`src/rtl/l2cache_flush_scanner.sv`:
```
// Walks the L2 dirty table in set-major/way-minor order and writes back every dirty line.
// Each line is cleared only after its writeback request has been accepted.
module l2cache_flush_scanner #(
    parameter int addr_width = 4,
    parameter int way        = 4
) (
    input  logic                  clk,
    input  logic                  rstn,
    input  logic                  flush_req,
    output logic                  flush_busy,
    output logic                  flush_done,
    output logic [addr_width-1:0] dt_addr,
    output logic [1:0]            dt_way_select,
    output logic                  dt_set0,
    input  logic                  dt_dirty,
    output logic                  wb_valid,
    input  logic                  wb_ready,
    output logic [addr_width-1:0] wb_addr,
    output logic [1:0]            wb_way
);

    typedef enum logic [2:0] {IDLE, SCAN, ISSUE, CLEAR, DONE} state_t;

    localparam logic [1:0]            WAY_LAST = 2'(way - 1);
    localparam logic [addr_width-1:0] SET_LAST = '1;

    state_t                state_q, state_d;
    logic [addr_width-1:0] set_q, set_d;
    logic [1:0]            way_q, way_d;

    logic                  last_entry;
    logic [addr_width-1:0] set_next;
    logic [1:0]            way_next;

    assign last_entry = (set_q == SET_LAST) && (way_q == WAY_LAST);

    // Only used when last_entry is false, so the set increment never wraps.
    always_comb begin
        if (way_q == WAY_LAST) begin
            way_next = 2'd0;
            set_next = set_q + 1'b1;
        end else begin
            way_next = way_q + 2'd1;
            set_next = set_q;
        end
    end

    always_ff @(posedge clk or negedge rstn) begin
        if (!rstn) begin
            state_q <= IDLE;
            set_q   <= '0;
            way_q   <= 2'd0;
        end else begin
            state_q <= state_d;
            set_q   <= set_d;
            way_q   <= way_d;
        end
    end

    always_comb begin
        state_d       = state_q;
        set_d         = set_q;
        way_d         = way_q;
        flush_busy    = 1'b1;
        flush_done    = 1'b0;
        dt_addr       = set_q;
        dt_way_select = way_q;
        dt_set0       = 1'b0;
        wb_valid      = 1'b0;
        wb_addr       = '0;
        wb_way        = 2'd0;

        case (state_q)
            IDLE: begin
                flush_busy    = 1'b0;
                dt_addr       = '0;
                dt_way_select = 2'd0;
                if (flush_req) begin
                    state_d = SCAN;
                    set_d   = '0;
                    way_d   = 2'd0;
                end
            end
            SCAN: begin
                if (dt_dirty) begin
                    state_d = ISSUE;
                end else if (last_entry) begin
                    state_d = DONE;
                end else begin
                    set_d = set_next;
                    way_d = way_next;
                end
            end
            ISSUE: begin
                wb_valid = 1'b1;
                wb_addr  = set_q;
                wb_way   = way_q;
                if (wb_ready) begin
                    state_d = CLEAR;
                end
            end
            CLEAR: begin
                dt_set0 = 1'b1;
                if (last_entry) begin
                    state_d = DONE;
                end else begin
                    state_d = SCAN;
                    set_d   = set_next;
                    way_d   = way_next;
                end
            end
            DONE: begin
                flush_done = 1'b1;
                state_d    = IDLE;
                set_d      = '0;
                way_d      = 2'd0;
            end
            default: begin
                state_d = IDLE;
                set_d   = '0;
                way_d   = 2'd0;
            end
        endcase
    end

endmodule

```
`config.mk`:
```
export PLATFORM = sky130hd
export DESIGN_NAME = l2cache_flush_scanner
export DESIGN_NICKNAME = d
export VERILOG_FILES = /design/src/rtl/l2cache_flush_scanner.sv
export SDC_FILE = /design/constraint.sdc
export NUM_CORES = 1
export LEC_CHECK = 0
export ABC_CLOCK_PERIOD_IN_PS = 3160
export CAP_MARGIN = 20
export CORE_AREA = 2 2 39 41
export DETAILED_ROUTE_END_ITERATION = 8
export DIE_AREA = 0 0 41 43
export GPL_TIMING_DRIVEN = 0
export PLACE_DENSITY = 0.9
export SYNTH_ARGS = -nofsm -noshare
export SYNTH_HDL_FRONTEND = slang
export SYNTH_SLANG_ARGS = --single-unit
```
`constraint.sdc`:
```
create_clock -name clk -period 3.16 [get_ports clk]
set_input_delay 0.632 -clock clk [delete_from_list [all_inputs] [get_ports clk]]
set_output_delay 0.632 -clock clk [all_outputs]
set_load 0.01 [all_outputs]
```
==> results by stage, run 1 <==
Setup path:
- The critical path goes through or3b_4 > inv_1 > and2_1 > clkdlybuf4s50_1.
- Counting cells, the worst reg-to-reg path comes to 5.
- In this run the critical register-to-register path is captured at way_q[0]$_DFFE_PN0P_.
- The worst path required time is 2.53 ns.
- Data on the critical path arrives at its endpoint at a little under 2 ns.
- The critical register-to-register path startpoint is state_q[2]$_DFFE_PN0P_.
- The path type of the worst setup path is reg2out.
- The startpoint type of the worst setup path is a flip-flop.
- The register-to-register setup slack is 1.42 ns.
- In this run the worst path has a maximum fanout of 7.
- For this design, the slowest cell found on the critical path is sky130_fd_sc_hd__clkdlybuf4s50_1.
- The capturing element type of the critical path is a primary output.
- On the worst path, the slowest cell contributes a delay of approximately 0.53 ns.

Timing:
- At the pin with the least slew margin, the transition time is 0.427 ns.
- The worst path meets setup with about 0.55 ns of slack.
- Setup violations remaining at the end of the flow were counted as 0.
- The tightest slew margin relative to the limit is ~71%.
- The post-route clock skew is 0.00148 ns.
- The total negative slack is 0 ns.
- Based on the critical path, the design can be clocked at up to 384 MHz.
- In the finished design, the share of the clock period the worst path needs comes to 82.5%.
- The final hold violation count came to 0.
- Setup repair after global routing left no endpoint under its margin.
- Subtracting the final worst setup slack from the clock period gives 2.61 ns.
- The final count of pins violating max slew is 0.

GRT:
- The number of antenna violations at the first check in global routing came to 0.
- The number of global-route vias before repair came to between 400 and 500.
- The total congestion overflow after global routing is 0.
- The pin count of the biggest net entering global routing is 10.
- The all-layer global routing usage is 18.5%.
- The first global-routing pass estimated approximately 2.1 mm of wire.

Logic synthesis:
- The flip-flop and latch count after synthesis is 9.
- After synthesis, the largest area contributor takes up 37.9% of total cell area.
- After technology mapping, the gate count stands at 62.
- The count of yosys warnings during synthesis is 0.
- Synthesis instantiated 29 different standard cells from the library.
- By area the synthesized netlist is led by sky130_fd_sc_hd__dfrtp_1, sky130_fd_sc_hd__and2_1, sky130_fd_sc_hd__nor2_1.
- The proportion of synthesized chip area in sequential cells is 37.9%.
- The most frequently used flop master after synthesis is sky130_fd_sc_hd__dfrtp_1.
- The total standard cell area after synthesis is 594 um2.
- The synthesized area per cell is 9.59 um2.
- The commonest cells after synthesis are sky130_fd_sc_hd__and2_1, sky130_fd_sc_hd__dfrtp_1, sky130_fd_sc_hd__nor2_1.
- Counting every net in the synthesized netlist gives 69.
- The async set-reset flop share out of synthesis is 100%.
- The synthesized design spends more area on one cell type than any other, namely sky130_fd_sc_hd__dfrtp_1.
- The number of enable flip-flop cells after synthesis is 0.

Detailed routing:
- The routed length per instance is 13.6 um.
- The first detailed-routing pass ran for 4 iterations.
- The mean number of vias per cell is approximately 5.6.
- Summed over all layers, the routed wires come to between 1 and 1.5 mm.
- The post-route DRC violation count is 0.
- The routed layout has ~580 vias.
- The detail route stage leaves a number of antenna-violating nets equal to 0.
- The DRC violation total after the first TritonRoute iteration is 13.

Die:
- 21 I/O pins were placed.
- The floorplan has 14 rows.
- The y dimension of the die is 43 um.
- The initial utilization of the core area, before any placement, comes to 42.9%.
- In this run the horizontal extent of the chip is 41 um.
- The floorplan die area is 1760 um2.
- In this run the standard cell core region covers 1380 um2.

Cells and area:
- In the final layout, the share of cells above drive strength 1 is 12.8%.
- The final net count is 94.
- The antenna cell count is 0.
- The layout overhead on the synthesized area is 41.5%.
- The post-layout utilization of the core is 60.8%.

Place:
- The sum of net half-perimeters after detailed placement is 1.05 mm.
- The count of buffers added on input and output ports is 20.
- The congestion estimate from routability-driven global placement came to 0.828.
- At the placement stage, the worst setup path has a slack of 0.839 ns.

Clock tree:
- TritonCTS built the clock tree.
- After clock tree synthesis, the flow added hold-fix buffers numbering 0.
- The number of H-tree levels is 1.
- The root buffer cell chosen for the clock tree is sky130_fd_sc_hd__clkbuf_4.
- The number of setup buffers added after CTS is 0.
- The CTS buffer count is 3.
- The tree built by TritonCTS fans out to 9 sinks.
- The number of cells upsized or downsized after cts is 0.
- The maximum root-to-sink buffer count is 2.
- The insertion delay of the later-clocked pin in the worst-skew pair is ~0.27 ns.
- After clock tree synthesis, the clock-pin slew on the worst setup and hold paths is ~0.060 ns.

Min path:
- The worst hold path terminates at way_q[0]$_DFFE_PN0P_.
- The hold-critical path depth is 1.
- The startpoint identified for the worst hold timing path is way_q[0]$_DFFE_PN0P_.
- The path class of the tightest hold or removal check is reg2reg.

Outcome:
- The flow ran to the end, and the final reports show no timing, DRC or antenna violations.

Flow run:
- The number of max-cap violations is 0.

Power and ir drop:
- The leakage power is 0.351 nW.
- In this run the power density over the cells is 775 nW/um2.
- The maximum vdd ir drop is 465 uV.
## state kept, by name, summed over array words and instances, names as in the netlist
signal / cells
set_q: 4
state_q: 3
way_q: 2
## kinds of logic after synthesis
| family | after synthesis | share of synthesized area [%] |
|---|---|---|
| buffers and inverters | 4 | 2.53 |
| AO/OA/AOI/OAI | 11 | 15.8 |
| AND/OR/NAND/NOR | 31 | 31.4 |
| multiplexers | 3 | 5.26 |
| flip-flops | 9 | 37.9 |
| XOR/XNOR | 2 | 2.95 |
| adder cells (fa/ha/maj) | 2 | 4.21 |
## cell usage in the layout, fill, tap and decap left out
cell type and instances:
sky130_fd_sc_hd__a31oi_1 1, sky130_fd_sc_hd__and2_1 9, sky130_fd_sc_hd__clkbuf_1 1, sky130_fd_sc_hd__clkbuf_4 3
sky130_fd_sc_hd__clkdlybuf4s50_1 20, sky130_fd_sc_hd__dfrtp_1 9, sky130_fd_sc_hd__ha_1 2, sky130_fd_sc_hd__inv_1 3
sky130_fd_sc_hd__inv_2 1, sky130_fd_sc_hd__mux2_1 1, sky130_fd_sc_hd__mux2i_1 2, sky130_fd_sc_hd__nand2_1 3
sky130_fd_sc_hd__nand2b_1 1, sky130_fd_sc_hd__nand3_1 1, sky130_fd_sc_hd__nand4_1 1, sky130_fd_sc_hd__nor2_1 8
sky130_fd_sc_hd__nor2b_1 1, sky130_fd_sc_hd__nor3_2 1, sky130_fd_sc_hd__nor3b_1 2, sky130_fd_sc_hd__o211ai_2 1
sky130_fd_sc_hd__o21ai_0 3, sky130_fd_sc_hd__o21ai_1 1, sky130_fd_sc_hd__o21ai_2 1, sky130_fd_sc_hd__o22ai_4 1
sky130_fd_sc_hd__o32ai_1 1, sky130_fd_sc_hd__o41ai_1 2, sky130_fd_sc_hd__or2_4 1, sky130_fd_sc_hd__or2b_4 1
sky130_fd_sc_hd__or3b_1 1, sky130_fd_sc_hd__or3b_4 1, sky130_fd_sc_hd__xnor2_1 1, sky130_fd_sc_hd__xor2_1 1
## report_power, final
part           total, mW  switching, mW  internal [mW]
logic              0.371          0.189          0.182
clock network     0.0931         0.0442         0.0489
registers          0.187         0.0400          0.147
## per-stage QoR
step | hold slack (ns) | instance area (um2) | instances | total power, mW
after floorplan | 0.336 | 594 | 62 | 0.421
after global placement | 0.553 | 815 | 98 | 0.544
after detailed placement | 0.556 | 815 | 98 | 0.557
after CTS | 0.572 | 841 | 102 | 0.651
after global routing | 0.597 | 841 | 102 | 0.698
final | 0.562 | 841 | 102 | 0.651
## worst max-delay path: cells and delay by family, from the launching register on
kind	cells	cell delay, ns
buffers and inverters	2	0.65
DFF	1	0.45
and+or+nand+nor	2	0.60
## routing by layer
metal	vias to the layer above	track usage, %	part of all wire (%)
li1	264	-	-
met3	7	3.14	5.9
met2	32	27.8	49
met5	-	0	0
met4	0	12.0	3.8
met1	272	23.2	41
## final cells by class
class	count	area [um2]
fill	134	543
multi-input combinational	49	354
tap	16	20.0
inverter	4	15.0
timing repair buffer	20	200
sequential	9	225
clock buffer	4	26.3
## worst max path at each step
stage	from	end	slack [ns]
final	state_q[2]$_DFFE_PN0P_	wb_addr[2]	0.55
after global routing	state_q[2]$_DFFE_PN0P_	wb_addr[2]	0.43
after CTS	state_q[2]$_DFFE_PN0P_	wb_addr[2]	0.54
after detailed placement	state_q[2]$_DFFE_PN0P_	wb_addr[2]	0.84
after global placement	state_q[2]$_DFFE_PN0P_	wb_addr[2]	0.87
after floorplan	state_q[2]$_DFFE_PN0P_	wb_addr[2]	1.35
(Power assumes the default switching activity.)
==> inputs of run 2 (changes only) <==
ABC_CLOCK_PERIOD_IN_PS = 2200   (was 3160)
CORE_AREA = not set   (was 2 2 39 41)
CORE_MARGIN = 1.5   (was not set)
CORE_UTILIZATION = 38   (was not set)
DIE_AREA = not set   (was 0 0 41 43)
PLACE_DENSITY = 0.83   (was 0.9)
clock period = 2.2 ns   (was 3.16 ns; I/O delays follow)
==> run 2 against run 1 <==
Against the previous run: clock-buffer cell count did not move; via count is 5.4% higher; critical endpoint is now dt_set0; highest routed layer unchanged; routed wire length rose by 15%; largest cell class unchanged; worst setup slack lost 0.49 ns; cell area up 9.1%.
==> results by stage, run 2 (synthesis results as in run 1) <==
Outcome:
- The run finished with clean final reports.

Clock tree:
- The cell sitting at the root of the clock tree is a sky130_fd_sc_hd__clkbuf_4.
- The CTS sink count was 9 (unchanged).
- The clock transition at the register clock pins on the worst setup and hold paths after CTS is 0.06 ns (about the same).
- The clock tree from TritonCTS is yes.
- The insertion delay of the later-clocked pin in the worst-skew pair came to 0.27 ns (about the same).
- The CTS buffer count is 3 (unchanged).
- The number of H-tree levels is 1 (unchanged).
- The maximum root-to-sink buffer count is 2 (unchanged).

Timing:
- The final count of pins violating max slew came to 0 (unchanged).
- In the finished design, the share of the clock period the worst path needs comes to 97.3%.
- The final hold violation count is 0 (unchanged).
- The worst hold slack is 0.465 ns (-0.0963 ns).
- The total negative slack is 0 ns (unchanged).
- The maximum achievable frequency is 467 MHz.
- The post-route clock skew is 0.00411 ns (+0.00263 ns).
- Setup repair after global routing left no endpoint under its margin.
- The transition time at the pin with the least slew margin is 0.408 ns (-0.0190 ns).
- The setup violation total in the final timing report is 0 (unchanged).
- The tightest slew margin relative to the limit is 72.7% (+1.3 points).
- The clock period minus final worst setup slack is 2.14 ns.

Power and ir drop:
- The internal power component was 0.613 mW (+62%).
- The leakage power came to 0.507 nW (+44%).
- The switching power is 0.427 mW (+56%).
- The power per cell area was 1130 nW/um2 (+46%).
- The sequential share of power is 24.2% (-4.5 points).
- The maximum vdd ir drop was 860 uV (+85%).
- The clock power share is 12.7% (-1.6 points).
- The proportion of total power due to net switching was 41.0% (-0.95 points).
- The proportion of power drawn by combinational gates is 63.1% (+6.1 points).

Die:
- The floorplan core area is 1490 um2 (+7.6%).
- The number of standard-cell rows in the floorplan is 14 (unchanged).
- The y dimension of the die was 42.5 um (-1.1%).
- The count of boundary I/O pins is 21 (unchanged).
- The width of the die is 42.5 um (+3.8%).
- The floorplan die area was 1810 um2 (+2.7%).
- The effective utilization at floorplan is 39.9% (-3.0 points).

Place:
- The final estimated routing congestion in global placement was 0.877 (+6.0%).
- The sum of net half-perimeters after detailed placement is 1.04 mm (-0.72%).
- The total instance count after detailed placement is 98 (unchanged).
- The count of port buffers added during placement is 20 (unchanged).

Setup path:
- The register-to-register setup slack was 0.42 ns (-1.00 ns).
- The maximum fanout count along the critical path is 4 (-3).
- The critical path arrival is 1.70 ns (-0.28 ns).
- The path type of the worst setup path is reg2out.
- STA classifies the critical path endpoint as a primary output.
- The worst path required time came to 1.76 ns (-0.77 ns).
- The worst setup path is launched from a flip-flop.

Min path:
- The class of the tightest hold or removal check is in2async.

GRT:
- The all-layer global routing usage came to 19.1% (+0.55 points).
- The pin count of the biggest net entering global routing is 10 (unchanged).
- The global-route wire length before repair is 2.55 mm (+19%).
- The number of global-route vias before repair is 601 (+21%).
- The total congestion overflow after global routing is 0 (unchanged).
- The number of antenna violations at the first check in global routing came to 0 (unchanged).

Cells and area:
- From synthesis to final layout, the design area changed by 54.3%.
- The largest registers in the layout are set_q (4), state_q (3), way_q (2).
- The final net count is 102 (+8.5%).
- The antenna cell count is 0 (unchanged).
- In the layout the commonest cells are sky130_fd_sc_hd__and2_1, sky130_fd_sc_hd__nor2_1, sky130_fd_sc_hd__clkdlybuf4s50_1, sky130_fd_sc_hd__buf_4, sky130_fd_sc_hd__dlygate4sd2_1.
- The number of flip-flops under the largest register name was 4 (unchanged).
- The share of cells above drive strength 1 is 25.5% (+13 points).
- Leaving out fill and tap cells, the most frequent cell in the layout is sky130_fd_sc_hd__and2_1.
- The count of placed standard cells in the final layout, fillers left out was 110 (+7.8%).
- The top register by number of flip-flops is set_q.

Detailed routing:
- The routed wire length was 1.60 mm (+15%).
- The post-route DRC violation count is 0 (unchanged).
- The routed length per instance is 14.5 um (+6.9%).
- The mean number of vias per cell is 5.51 (-2.3%).
- The number of iterations in the first detailed-routing pass is 4 (unchanged).
- The overall via count from detail_route is 606 (+5.4%).
- The number of nets with antenna violations after detailed routing is 0 (unchanged).
- The DRC violation total after the first TritonRoute iteration is 8 (-5).

Flow run:
- The number of max-cap violations was 0 (unchanged).
run 2: power groups by stage:
stage          combinational, mW  sequential [mW]  clock (mW)
3_3_place_gp               0.515            0.267           0
4_1_cts                    0.628            0.250       0.133
2_1_floorplan              0.347            0.257           0
3_5_place_dp               0.525            0.269           0
5_1_grt                    0.709            0.257       0.141
6_report                   0.656            0.251       0.132
run 2: final timing paths:
check | start | to | cells past startpoint
setup / recovery | state_q[2]$_DFFE_PN0P_ | dt_set0 | 4
hold / removal | rstn | state_q[1]$_DFFE_PN0P_ | 1
setup reg to reg | state_q[0]$_DFFE_PN0P_ | way_q[0]$_DFFE_PN0P_ | 6
hold reg to reg | way_q[0]$_DFFE_PN0P_ | way_q[0]$_DFFE_PN0P_ | 1
max in group asynchronous | rstn | state_q[0]$_DFFE_PN0P_ | 1
min in group clk | way_q[0]$_DFFE_PN0P_ | way_q[0]$_DFFE_PN0P_ | 1
run 2: layer usage:
layer	wire, um	global-route usage, %	part of all wire (%)
met5	0	0	0
met2	870	34.5	55
met1	597	21.7	37
met4	36	6.88	2.3
met3	92	4.31	5.8
run 2: layout make-up:
class                   count  area, um2
flip-flops and latches      9        229
multi-input cells          49        363
well taps                  16       20.0
repair buffers             28        264
inverters                   4       15.0
clock buffers               4       26.3
fillers                   130        572
run 2: through the flow:
step / power [mW] / worst slack, ns / utilization (%) / area [um2]
2_1_floorplan: 0.604 / 0.583 / - / 594
3_3_place_gp: 0.783 / 0.0964 / 54.7 / 815
3_5_place_dp: 0.794 / 0.0931 / 54.7 / 815
4_1_cts: 1.01 / -0.00539 / 60.1 / 895
5_1_grt: 1.11 / 0.0247 / 61.6 / 917
6_report: 1.04 / 0.0596 / 61.6 / 917
run 2: critical path, stage by stage (launching register included):
cell                              delay, ns
sky130_fd_sc_hd__dfrtp_2               0.44
sky130_fd_sc_hd__buf_4                 0.16
sky130_fd_sc_hd__nor2b_2               0.16
sky130_fd_sc_hd__and2_1                0.14
sky130_fd_sc_hd__clkdlybuf4s50_1       0.53
run 2: timing repair:
action                                  in CTS  in global routing
gates resized for setup                     12                  6
hold buffers                                 0                  0
endpoints found under the setup margin       7                  6
buffers inserted                             7                  1
pin swaps                                    1                  1
